## config.mk

```make
export PLATFORM = sky130hd
export DESIGN_NAME = hazard_stall_ctrl
export DESIGN_NICKNAME = d
export VERILOG_FILES = /design/src/rtl/hazard_stall_ctrl_pkg.sv /design/src/rtl/hazard_stall_ctrl_muldiv_tracker.sv /design/src/rtl/hazard_stall_ctrl.sv
export SDC_FILE = /design/constraint.sdc
export NUM_CORES = 1
export LEC_CHECK = 0
export ABC_CLOCK_PERIOD_IN_PS = 8150
export CAP_MARGIN = 40
export CORE_ASPECT_RATIO = 1.4
export CORE_MARGIN = 5
export CORE_UTILIZATION = 35
export DETAILED_ROUTE_END_ITERATION = 8
export HOLD_SLACK_MARGIN = 0.1
export PLACE_DENSITY = 0.69
export RECOVER_POWER = 25
export REMOVE_ABC_BUFFERS = 1
export SYNTH_ARGS = -nofsm -noshare
export SYNTH_HDL_FRONTEND = slang
export SYNTH_SLANG_ARGS = --single-unit
```

## constraint.sdc

```tcl
create_clock -name clk -period 8.15 [get_ports clk]
set_clock_uncertainty 0.2 [all_clocks]
set_input_delay 1.63 -clock clk [delete_from_list [all_inputs] [get_ports clk]]
set_output_delay 1.63 -clock clk [all_outputs]
set_load 0.01 [all_outputs]
```

## src/rtl/hazard_stall_ctrl_pkg.sv

```systemverilog
// Shared definitions for the pipeline hazard / stall controller.
package hazard_stall_ctrl_pkg;

  // Registered stall-cause codes reported on stall_cause.
  typedef enum logic [1:0] {
    STALL_RUN      = 2'd0,
    STALL_LOAD_USE = 2'd1,
    STALL_MULDIV   = 2'd2,
    STALL_FREEZE   = 2'd3
  } stall_cause_e;

  // Default busy time of the mult/div unit after issue.
  localparam int MULDIV_LAT_DEF = 4;

  // Width of the mult/div busy counter; covers latencies 1..15.
  localparam int MD_CNT_W = 4;

endpackage

```

## src/rtl/hazard_stall_ctrl_muldiv_tracker.sv

```systemverilog
// Tracks how long the mult/div unit still owns HI/LO after an issue.
module hazard_stall_ctrl_muldiv_tracker
  import hazard_stall_ctrl_pkg::*;
#(
  parameter int LAT = MULDIV_LAT_DEF
) (
  input  logic clk,
  input  logic rst,
  input  logic issue,
  output logic busy
);

  logic [MD_CNT_W-1:0] md_cnt;

  // Load latency on issue, otherwise count down to zero (also during freeze).
  always_ff @(posedge clk or posedge rst) begin
    if (rst)
      md_cnt <= '0;
    else if (issue)
      md_cnt <= MD_CNT_W'(LAT);
    else if (md_cnt != '0)
      md_cnt <= md_cnt - MD_CNT_W'(1);
  end

  assign busy = (md_cnt != '0);

endmodule

```

## src/rtl/hazard_stall_ctrl.sv

```systemverilog
// Pipeline sequencing controller: load-use, mult/div and memory-freeze
// stalls, branch wrong-path squash, stall-cause status and stall counter.
module hazard_stall_ctrl
  import hazard_stall_ctrl_pkg::*;
#(
  parameter int REG_ADDR_W = 5,
  parameter int MULDIV_LAT = MULDIV_LAT_DEF,
  parameter int CNT_W      = 32
) (
  input  logic                  clk,
  input  logic                  rst,
  input  logic [REG_ADDR_W-1:0] raddr_1_ID,
  input  logic [REG_ADDR_W-1:0] raddr_2_ID,
  input  logic                  use_rs_ID,
  input  logic                  use_rt_ID,
  input  logic                  ReadMem_EX,
  input  logic [REG_ADDR_W-1:0] wdest_EX,
  input  logic                  muldiv_ID,
  input  logic                  mfhi_lo_ID,
  input  logic                  branch_taken_ID,
  input  logic                  mem_req,
  input  logic                  mem_ready,
  output logic                  hold_PC,
  output logic                  hold_IF_ID,
  output logic                  hold_ID_EX,
  output logic                  hold_EX_MEM,
  output logic                  hold_MEM_WB,
  output logic                  flush_IF_ID,
  output logic                  bubble_ID_EX,
  output logic                  muldiv_busy,
  output logic [1:0]            stall_cause,
  output logic [CNT_W-1:0]      stall_cycles
);

  logic freeze, lu, md, idstall, issue;
  stall_cause_e cause_nxt;

  assign freeze  = mem_req & ~mem_ready;
  assign lu      = ReadMem_EX & (wdest_EX != '0) &
                   ((use_rs_ID & (raddr_1_ID == wdest_EX)) |
                    (use_rt_ID & (raddr_2_ID == wdest_EX)));
  assign md      = muldiv_busy & (mfhi_lo_ID | muldiv_ID);
  assign idstall = ~freeze & (lu | md);
  // A busy unit makes md true, so a new op only issues once the count hits 0.
  assign issue   = muldiv_ID & ~freeze & ~idstall;

  hazard_stall_ctrl_muldiv_tracker #(.LAT(MULDIV_LAT)) u_md (
    .clk   (clk),
    .rst   (rst),
    .issue (issue),
    .busy  (muldiv_busy)
  );

  // Per-stage controls: freeze beats ID stall beats branch squash; all quiet in reset.
  always_comb begin
    hold_PC      = 1'b0;
    hold_IF_ID   = 1'b0;
    hold_ID_EX   = 1'b0;
    hold_EX_MEM  = 1'b0;
    hold_MEM_WB  = 1'b0;
    flush_IF_ID  = 1'b0;
    bubble_ID_EX = 1'b0;
    cause_nxt    = STALL_RUN;
    if (freeze) begin
      hold_PC     = 1'b1;
      hold_IF_ID  = 1'b1;
      hold_ID_EX  = 1'b1;
      hold_EX_MEM = 1'b1;
      hold_MEM_WB = 1'b1;
      cause_nxt   = STALL_FREEZE;
    end else if (idstall) begin
      hold_PC      = 1'b1;
      hold_IF_ID   = 1'b1;
      bubble_ID_EX = 1'b1;
      cause_nxt    = lu ? STALL_LOAD_USE : STALL_MULDIV;
    end else begin
      flush_IF_ID = branch_taken_ID;
    end
    if (rst) begin
      hold_PC      = 1'b0;
      hold_IF_ID   = 1'b0;
      hold_ID_EX   = 1'b0;
      hold_EX_MEM  = 1'b0;
      hold_MEM_WB  = 1'b0;
      flush_IF_ID  = 1'b0;
      bubble_ID_EX = 1'b0;
    end
  end

  // Registered stall cause and wrapping count of PC-hold cycles.
  always_ff @(posedge clk or posedge rst) begin
    if (rst) begin
      stall_cause  <= STALL_RUN;
      stall_cycles <= '0;
    end else begin
      stall_cause <= cause_nxt;
      if (hold_PC)
        stall_cycles <= stall_cycles + CNT_W'(1);
    end
  end

endmodule
```

==> impl_metrics.csv, run 1 <==
group,metric,value,unit
status,outcome,"finished, violations left",
status,violations,"capacitance limit, slew limit",
layout,fillCellCount,526,
synthesis,avgSynthCellArea,10.13,µm²
critical_path,crit_required,6.32,ns
sta,worst_slew_pin_slew,1.829,ns
critical_path,startpoint_type,"input pin",
critical_path,crit_path_end_kind,"output port",
synthesis,synth_seq_cells,38,
layout,drive_gt1_share,6.742,%
global_routing,grt_pass1_vias,1729,
clock_network,worstSkewPairLatency,0.28,ns
hold_path,holdCritPathClass,"reg -> reg",
die,die_w,73.82,µm
global_routing,grt_max_degree,36,
clock_network,path_clk_slew,0.07,ns
layout,area_growth,42.01,%
clock_network,cts_num_sinks,38,
pwr,pwr-share-seq,42.5,%
pwr,irDropWorstVdd,0.2046,mV
placed_design,gp_congestion,0.7687,
clock_network,cts_tree,"built",
global_routing,grt_util_all_layers,13.14,%
critical_path,crit_top_cell,"clkdlybuf4s50_1",
sta,setup_viol,0,
pwr,power,0.6030,mW
synthesis,netlist_area,1996,µm²
pwr,intPower,0.4213,mW
critical_path,cpMaxStageDelayCell,"or4_1",
detailed_routing,routed_wl,4584,µm
clock_network,clk_path_buf_depth,2,
detailed_routing,vias_per_cell,4.955,
synthesis,synth_top_cell_area_share,47.65,%
critical_path,cp_num_buf_inv,3,
sta,drv_slew,36,
global_routing,overflow,0,
detailed_routing,vias,1660,
critical_path,critPathTopFamily,"buffers and inverters",
pwr,clkPwrFrac,26.4,%
clock_network,cts_max_level,2,
pwr,pwr-share-comb,31.1,%
job,drv_cap,1,
sta,hold_viol_final,0,
pwr,leakage,1.308,nW
sta,holdWs,0.2742,ns
sta,rsz0062_at_grt,"no",
critical_path,slowest_delay,0.55,ns
global_routing,grt_pass1_wl,7665,µm
sta,fin_tns_setup,0,ns
sta,fmax,166.3,MHz
synthesis,synth.distinct_cells,36,
layout,final_nets,295,
clock_network,post_cts_resize_count,0,
synthesis,ys.warnings.count,0,
clock_network,cts_hold_buf,0,
synthesis,yosys-top-cells-area,"dfrtp_1, xor2_1, xnor2_1, nor3_1, nand2_1",
sta,relSlewSlack,-21.95,%
die,die_y,99.35,µm
sta,fin_crit,6.013,ns
detailed_routing,drc,0,
clock_network,post_cts_buffers,0,
detailed_routing,first_pass_iters,4,
synthesis,syn-instance-count,197,
die,row_count,32,
synthesis,seq_area_frac_synth,47.65,%
critical_path,path_class,"in -> out",
detailed_routing,ant_nets,0,
pwr,powerDensity,212.8,nW/µm²
die,initial_core_util,36.12,%
clock_network,clockRootBuffer,"clkbuf_8",
detailed_routing,wire_per_inst,13.68,µm
clock_network,cts_buffers,5,
layout,insertedDiodeCount,0,
placed_design,io_buffers,66,
critical_path,worst_ep_arrival_time,4.18,ns
placed_design,dp_hpwl,3581,µm
detailed_routing,first_iter_violations,80,
die,coreArea,5525,µm²
global_routing,antenna_found_initial,0,
pwr,netSwitchingFraction,30.13,%
die,dieArea,7334,µm²
critical_path,path_max_fanout,4,
critical_path,worstPathCellList,"clkdlybuf4s50_1 > or4_1 > o21ai_1 > inv_1 > a21boi_0 > and4_1 > clkdlybuf4s50_1",
synthesis,yosysTopAreaCell,"dfrtp_1",
sta,period_share,73.78,%
die,boundaryPins,67,
pwr,power_switching,0.1817,mW
[cell usage in the layout, fill, tap and decap left out, drive strengths merged, types with 7 or more instances in the layout]
cell type      instances
xor2                  28
clkbuf                 7
dfrtp                 38
xnor2                 14
inv                   12
clkdlybuf4s50         65
nand3                  7
nand2                 17
nor2                  14
nor3                  14
[metal layers]
metal  track usage [%]  share of wire (%)  routed length (µm)  vias to the layer above
met2             22.20                 52                2370                       54
met3             3.438                5.7                 260                       10
li1                  -                  -                   -                      804
met1             15.51                 40                1844                      792
met5                 0                  0                   0                        -
met4             5.300                2.4                 109                        0
[path summary, 6_finish.rpt]
| kind | start | end | slack, ns | cells after the start |
|---|---|---|---|---|
| hold / removal | stall_cycles[31] | stall_cycles[31] | 0.27 | 1 |
| min in group asynchronous | rst | stall_cause[0] | 1.61 | 2 |
| setup reg to reg | u_md.md_cnt[0] | stall_cycles[1] | 5.61 | 9 |
| hold reg to reg | stall_cycles[31] | stall_cycles[31] | 0.27 | 1 |
| max in group asynchronous | rst | stall_cycles[17] | 4.17 | 3 |
| setup / recovery | wdest_EX[1] | flush_IF_ID | 2.14 | 7 |
[flip-flops by register name (all words and copies together) (netlist names)]
register,flops
stall_cycles,32
stall_cause,2
u_md.md_cnt,4
[cells in the mapped netlist]
| master | count |
|---|---|
| a211o_1 | 1 |
| a21boi_0 | 1 |
| a21o_1 | 1 |
| a21oi_1 | 2 |
| a31o_2 | 1 |
| a31oi_1 | 1 |
| and3_1 | 4 |
| and4_1 | 2 |
| buf_4 | 6 |
| dfrtp_1 | 38 |
| ha_1 | 3 |
| inv_1 | 12 |
| mux2_2 | 1 |
| nand2_1 | 17 |
| nand2b_1 | 1 |
| nand2b_4 | 1 |
| nand3_1 | 6 |
| nand3_2 | 1 |
| nand4_1 | 6 |
| nor2_1 | 14 |
| nor3_1 | 14 |
| nor3b_1 | 3 |
| nor3b_2 | 1 |
| nor4_1 | 4 |
| nor4b_1 | 1 |
| nor4b_2 | 1 |
| o21ai_0 | 5 |
| o21ai_1 | 1 |
| o22a_1 | 1 |
| o22ai_1 | 1 |
| or2_4 | 1 |
| or3_1 | 1 |
| or3_4 | 1 |
| or4_1 | 1 |
| xnor2_1 | 14 |
| xor2_1 | 28 |
[per-stage QoR]
step,cell area [µm²],util [%],instances,setup slack [ns]
2_1_floorplan,1951,-,191,2.691
3_3_place_gp,2718,49.18,327,2.240
3_5_place_dp,2725,49.32,328,2.162
4_1_cts,2838,51.36,335,2.151
5_1_grt,2834,51.29,335,2.028
6_report,2834,51.29,335,2.137
[power by group through the flow]
stage / combinational (mW) / sequential [mW] / clock [mW]
3_5_place_dp: 0.191 / 0.259 / 0
6_report: 0.187 / 0.256 / 0.159
5_1_grt: 0.207 / 0.262 / 0.172
4_1_cts: 0.192 / 0.257 / 0.165
2_1_floorplan: 0.0912 / 0.263 / 0
3_3_place_gp: 0.185 / 0.259 / 0
[cells by family after synthesis]
group,Yosys count,synth area share (%)
AOI/OAI and AO/OA,15,4.703
xor gates and xnor gates,42,18.43
adders and majority gates,3,1.881
buffers and inverters,18,4.514
DFF,38,47.65
muxes,1,0.5642
and+or+nand+nor,80,22.26
[final cells by class]
type | instances | area (µm²) | share of cell area, %
sequential | 38 | 950.9 | 33.55
tap | 68 | 85.08 | 3.002
timing repair buffer | 69 | 679.4 | 23.97
multi-input combinational | 141 | 960.9 | 33.91
clock inverter | 1 | 30.03 | 1.060
inverter | 12 | 45.04 | 1.589
clock buffer | 6 | 82.58 | 2.914
Note: power is estimated with default switching activity, not from simulation.
==> run 2: changes to the inputs <==
--- a/config.mk
+++ b/config.mk
@@ -5,14 +5,14 @@
 export SDC_FILE = /design/constraint.sdc
 export NUM_CORES = 1
 export LEC_CHECK = 0
-export ABC_CLOCK_PERIOD_IN_PS = 8150
+export ABC_CLOCK_PERIOD_IN_PS = 5000
 export CAP_MARGIN = 40
 export CORE_ASPECT_RATIO = 1.4
 export CORE_MARGIN = 5
 export CORE_UTILIZATION = 35
 export DETAILED_ROUTE_END_ITERATION = 8
 export HOLD_SLACK_MARGIN = 0.1
-export PLACE_DENSITY = 0.69
+export PLACE_DENSITY = 0.71
 export RECOVER_POWER = 25
 export REMOVE_ABC_BUFFERS = 1
 export SYNTH_ARGS = -nofsm -noshare
==> constraint.sdc (replaced) <==
create_clock -name clk -period 5 [get_ports clk]
set_clock_uncertainty 0.2 [all_clocks]
set_input_delay 1 -clock clk [delete_from_list [all_inputs] [get_ports clk]]
set_output_delay 1 -clock clk [all_outputs]
set_load 0.01 [all_outputs]
==> run 2 against run 1 <==
Net effect: the flow still finishes with violations (capacitance limit, slew limit); worst setup slack lost 1.7 ns; non-clock buffer count increased by 1; flip-flop and latch count unchanged; highest routed layer unchanged.
==> impl_metrics.csv, run 2 (same netlist as run 1, synthesis figures left out) <==
group,metric,value,unit
die,row_count,32,
clock_network,cts_max_level,2,
layout,multi_input_area,960.9,µm²
global_routing,grt_util_all_layers,13.33,%
detailed_routing,ant_nets,0,
die,coreArea,5525,µm²
clock_network,clk_path_buf_depth,2,
die,boundaryPins,67,
clock_network,post_cts_resize_count,0,
layout,fillCellCount,530,
layout,largest_reg_flops,32,
die,die_y,99.35,µm
clock_network,cts_tree,"built",
critical_path,reg2regPathDepth,9,
critical_path,cp_num_buf_inv,3,
sta,worst_slew_pin_slew,1.818,ns
die,initial_core_util,36.12,%
critical_path,path_class,"in -> out",
sta,fin_tns_setup,0,ns
placed_design,io_buffers,66,
pwr,pwr-share-seq,40.2,%
sta,rsz0062_at_grt,"no",
global_routing,grt_max_degree,35,
global_routing,grt_pass1_vias,1712,
hold_path,hold_depth,1,
critical_path,critPathTopFamily,"buffers and inverters",
pwr,powerDensity,362.8,nW/µm²
layout,largest_register,"stall_cycles",
pwr,leakage,1.327,nW
layout,biggestRegsByFlops,"stall_cycles: 32 flops, u_md.md_cnt: 4 flops, stall_cause: 2 flops",
pwr,power,1.042,mW
critical_path,crit_cells,7,
sta,hold_viol_final,0,
critical_path,slowest_delay,0.54,ns
sta,setup_viol,0,
layout,drive_gt1_share,7.435,%
pwr,netSwitchingFraction,28.95,%
sta,drv_slew,35,
critical_path,crit_path_end_kind,"output port",
global_routing,overflow,0,
critical_path,worstReg2RegEnd,"stall_cycles[1]",
critical_path,startpoint,"wdest_EX[2]",
detailed_routing,vias,1604,
status,outcome,"finished, violations left",
clock_network,worstSkewPairLatency,0.29,ns
placed_design,gp_congestion,0.7391,
critical_path,r2r_slack,2.36,ns
global_routing,grt_pass1_wl,7665,µm
critical_path,worstPathCellList,"clkdlybuf4s50_1 > or4_1 > o21ai_1 > inv_1 > a21boi_0 > and4_1 > clkdlybuf4s50_1",
pwr,intPower,0.7402,mW
sta,relSlewSlack,-21.21,%
pwr,power_switching,0.3017,mW
critical_path,worst_ep_arrival_time,3.33,ns
critical_path,path_max_fanout,3,
detailed_routing,wire_per_inst,13.63,µm
sta,fin_crit,4.531,ns
placed_design,dp_hpwl,3591,µm
layout,final_cells,337,
pwr,irDropWorstVdd,0.2342,mV
detailed_routing,drc,0,
global_routing,antenna_found_initial,0,
layout,seqCellArea,950.9,µm²
sta,fmax,220.7,MHz
clock_network,path_clk_slew,0.08,ns
critical_path,crit_required,3.80,ns
detailed_routing,vias_per_cell,4.760,
layout,final_nets,296,
status,violations,"capacitance limit, slew limit",
clock_network,cts_hold_buf,0,
detailed_routing,first_pass_iters,2,
layout,final_common_cell,"clkdlybuf4s50_1",
critical_path,critical_path.endpoint,"flush_IF_ID",
pwr,clkPwrFrac,30.5,%
critical_path,rr_startpoint,"u_md.md_cnt[0]",
sta,period_share,90.61,%
layout,layout_common_cells,"clkdlybuf4s50_1, dfrtp_1, xor2_1",
die,dieArea,7334,µm²
detailed_routing,first_iter_violations,62,
hold_path,holdCritPathClass,"reg -> reg",
critical_path,cpMaxStageDelayCell,"or4_1",
layout,area_growth,43.89,%
clock_network,cts_num_sinks,38,
critical_path,crit_top_cell,"clkdlybuf4s50_1",
clock_network,clockRootBuffer,"clkbuf_8",
detailed_routing,routed_wl,4593,µm
clock_network,post_cts_buffers,0,
pwr,pwr-share-comb,29.3,%
layout,insertedDiodeCount,0,
die,die_w,73.82,µm
job,drv_cap,1,
placed_design,dp_cells,329,
critical_path,startpoint_type,"input pin",
clock_network,cts_buffers,5,
[run 2: cell types whose count changed in the layout (fill, tap and decap cells not counted)]
| cell | previous run | this run |
|---|---|---|
| bufinv_16 | 1 | 2 |
| buf_4 | 2 | 3 |
[run 2: layer usage]
layer | vias to the layer above | GRT usage [%] | routed length [µm]
met3 | 5 | 4.247 | 292
li1 | 806 | - | -
met5 | - | 0 | 0
met4 | 0 | 4.184 | 52
met2 | 40 | 22.68 | 2280
met1 | 753 | 15.67 | 1968
[run 2: final cells by class]
class                      instances  share of cell area, %
timing repair buffer              70                  23.92
clock inverter                     2                  2.092
tap                               68                  2.963
sequential                        38                  33.12
clock buffer                       6                  2.876
multi-input combinational        141                  33.46
inverter                          12                  1.569
[run 2: stage by stage]
stage	instance area, µm²	hold WS, ns	setup WS [ns]	util [%]
2_1_floorplan	1951	0.2532	0.8012	-
6_report	2872	0.2723	0.4694	51.97
4_1_cts	2875	0.2832	0.4549	52.04
5_1_grt	2872	0.2918	0.3215	51.97
3_3_place_gp	2725	0.2586	0.4578	49.32
3_5_place_dp	2733	0.2698	0.4571	49.46
[run 2: how the worst min path moves through the flow]
stage | slack (ns) | startpoint | endpoint
2_1_floorplan | 0.25 | u_md.md_cnt[0] | u_md.md_cnt[0]
3_3_place_gp | 0.26 | stall_cycles[31] | stall_cycles[31]
3_5_place_dp | 0.27 | stall_cycles[31] | stall_cycles[31]
4_1_cts | 0.28 | stall_cycles[31] | stall_cycles[31]
5_1_grt | 0.29 | stall_cycles[31] | stall_cycles[31]
6_report | 0.27 | stall_cycles[31] | stall_cycles[31]
[run 2: power groups by stage]
| stage | combinational [mW] | sequential, mW | clock [mW] |
|---|---|---|---|
| 2_1_floorplan | 0.149 | 0.428 | 0 |
| 3_3_place_gp | 0.302 | 0.422 | 0 |
| 3_5_place_dp | 0.311 | 0.423 | 0 |
| 4_1_cts | 0.312 | 0.419 | 0.326 |
| 5_1_grt | 0.341 | 0.426 | 0.338 |
| 6_report | 0.306 | 0.419 | 0.317 |
[run 2: worst reg2reg max path, cell delays in order, from the launching register on]
cell and delay, ns:
dfrtp_1 0.39, inv_1 0.11, ha_1 0.17, nor3b_2 0.27, inv_1 0.14, o21ai_0 0.24, a21oi_1 0.16, a31oi_2 0.22
buf_4 0.28, mux2_2 0.36
==> run 3: changes to the inputs <==
--- a/config.mk
+++ b/config.mk
@@ -9,10 +9,10 @@
 export CAP_MARGIN = 40
 export CORE_ASPECT_RATIO = 1.4
 export CORE_MARGIN = 5
-export CORE_UTILIZATION = 35
+export CORE_UTILIZATION = 30
 export DETAILED_ROUTE_END_ITERATION = 8
 export HOLD_SLACK_MARGIN = 0.1
-export PLACE_DENSITY = 0.71
+export PLACE_DENSITY = 0.64
 export RECOVER_POWER = 25
 export REMOVE_ABC_BUFFERS = 1
 export SYNTH_ARGS = -nofsm -noshare
==> run 3 against run 2 <==
Net effect: the flow still finishes with violations (capacitance limit, slew limit); sequential share of layout area hardly changed; first-iteration DRC count rose by 11%; utilization is 7.9 points lower; maximum frequency decreased by 1.6%; total power fell by 0.21%; largest cell class unchanged; critical path type unchanged; clock-buffer cell count is 1 lower; non-clock buffer count unchanged; clock power about the same; die area grew 15%; cell count is 1.8% higher.
==> impl_metrics.csv, run 3 (same netlist as run 1, synthesis figures left out) <==
group,metric,value,unit
status,outcome,"finished, violations left",
status,violations,"capacitance limit, slew limit",
layout,final_nets,296,
critical_path,worstReg2RegEnd,"stall_cycles[1]",
die,die_y,106.5,µm
sta,fin_crit,4.604,ns
sta,setup_viol,0,
pwr,pwr-share-comb,29.4,%
sta,rsz0062_at_grt,"no",
sta,fin_tns_setup,0,ns
global_routing,grt_util_all_layers,11.76,%
layout,drive_gt1_share,7.435,%
placed_design,gp_congestion,0.7462,
detailed_routing,routed_wl,4703,µm
pwr,clkPwrFrac,30.3,%
pwr,leakage,1.324,nW
layout,insertedDiodeCount,0,
layout,final_common_cell,"clkdlybuf4s50_1",
hold_path,holdCritPathClass,"reg -> reg",
detailed_routing,ant_nets,0,
clock_network,cts_max_level,2,
pwr,pwr-share-seq,40.3,%
clock_network,worstSkewPairLatency,0.29,ns
die,row_count,35,
critical_path,startpoint_type,"input pin",
clock_network,cts_tree,"built",
critical_path,path_max_fanout,3,
sta,period_share,92.09,%
sta,relSlewSlack,-17.92,%
die,boundaryPins,67,
clock_network,clockRootBuffer,"clkbuf_8",
sta,hold_viol_final,0,
critical_path,critical_path.endpoint,"flush_IF_ID",
global_routing,overflow,0,
clock_network,cts_hold_buf,0,
clock_network,clk_path_buf_depth,2,
pwr,powerDensity,361.8,nW/µm²
layout,multi_input_area,960.9,µm²
layout,largest_register,"stall_cycles",
detailed_routing,drc,0,
critical_path,reg2regPathDepth,9,
clock_network,path_clk_slew,0.09,ns
placed_design,dp_hpwl,3635,µm
layout,area_growth,44.01,%
detailed_routing,vias,1615,
pwr,netSwitchingFraction,30.04,%
detailed_routing,vias_per_cell,4.708,
job,drv_cap,1,
pwr,power_switching,0.3123,mW
detailed_routing,first_pass_iters,4,
sta,fmax,217.2,MHz
clock_network,post_cts_resize_count,0,
die,initial_core_util,30.58,%
die,dieArea,8406,µm²
detailed_routing,first_iter_violations,69,
critical_path,r2r_slack,2.39,ns
die,coreArea,6525,µm²
detailed_routing,wire_per_inst,13.71,µm
clock_network,post_cts_buffers,0,
global_routing,grt_pass1_wl,7872,µm
critical_path,worst_ep_arrival_time,3.40,ns
layout,biggestRegsByFlops,"stall_cycles: 32 flops, u_md.md_cnt: 4 flops, stall_cause: 2 flops",
layout,fillCellCount,627,
critical_path,crit_required,3.80,ns
critical_path,rr_startpoint,"u_md.md_cnt[0]",
layout,layout_common_cells,"clkdlybuf4s50_1, dfrtp_1, xor2_1",
critical_path,path_class,"in -> out",
pwr,irDropWorstVdd,0.2336,mV
hold_path,hp-start,"stall_cycles[31]",
critical_path,startpoint,"wdest_EX[1]",
pwr,intPower,0.7273,mW
layout,seqCellArea,950.9,µm²
global_routing,grt_max_degree,33,
critical_path,crit_path_end_kind,"output port",
global_routing,antenna_found_initial,0,
sta,drv_slew,33,
sta,holdWs,0.2761,ns
die,die_w,78.93,µm
clock_network,cts_num_sinks,38,
pwr,power,1.040,mW
clock_network,cts_buffers,5,
sta,worst_slew_pin_slew,1.769,ns
layout,largest_reg_flops,32,
global_routing,grt_pass1_vias,1683,
placed_design,io_buffers,66,
-- run 3: power groups by stage --
stage | clock (mW) | sequential (mW) | combinational [mW]
2_1_floorplan | 0 | 0.428 | 0.149
4_1_cts | 0.323 | 0.419 | 0.313
3_5_place_dp | 0 | 0.423 | 0.311
3_3_place_gp | 0 | 0.423 | 0.302
6_report | 0.315 | 0.419 | 0.306
5_1_grt | 0.337 | 0.428 | 0.339
-- run 3: worst max-delay path, stage by stage --
cell and delay, ns:
clkdlybuf4s50_1 0.48, or4_1 0.55, o21ai_1 0.22, inv_1 0.12, a21boi_0 0.29, and4_1 0.22
clkdlybuf4s50_1 0.53
-- run 3: how the worst min path moves through the flow --
stage | endpoint | slack [ns] | depth (start not counted)
CTS | stall_cycles[31] | 0.28 | 1
floorplan | u_md.md_cnt[0] | 0.25 | 1
global route | stall_cycles[31] | 0.30 | 1
finish | stall_cycles[31] | 0.28 | 1
detailed placement | stall_cycles[31] | 0.27 | 1
global placement | stall_cycles[31] | 0.26 | 1
-- run 3: metrics by stage --
step / instances / utilization [%] / instance area (µm²) / setup slack, ns
final: 343 / 44.05 / 2874 / 0.3958
after global routing: 343 / 44.05 / 2874 / 0.3495
after CTS: 343 / 44.10 / 2878 / 0.3950
after detailed placement: 335 / 41.99 / 2740 / 0.4017
after global placement: 334 / 41.88 / 2733 / 0.4381
after floorplan: 191 / - / 1951 / 0.8012
-- run 3: final cells by class --
cell class / instances / share of cell area (%)
clock inverters: 3 / 2.394
well taps: 74 / 3.222
inverters: 12 / 1.567
repair buffers: 70 / 23.90
multi-input cells: 141 / 33.43
clock buffers: 5 / 2.394
flip-flops and latches: 38 / 33.09
-- run 3: layer usage --
layer  track usage (%)  vias to the layer above  wire (µm)
met3             3.559                        5        261
met2             20.29                       40       2364
met1             14.21                      757       2025
met4             2.948                        0         51
li1                  -                      813          -
met5                 0                        -          0
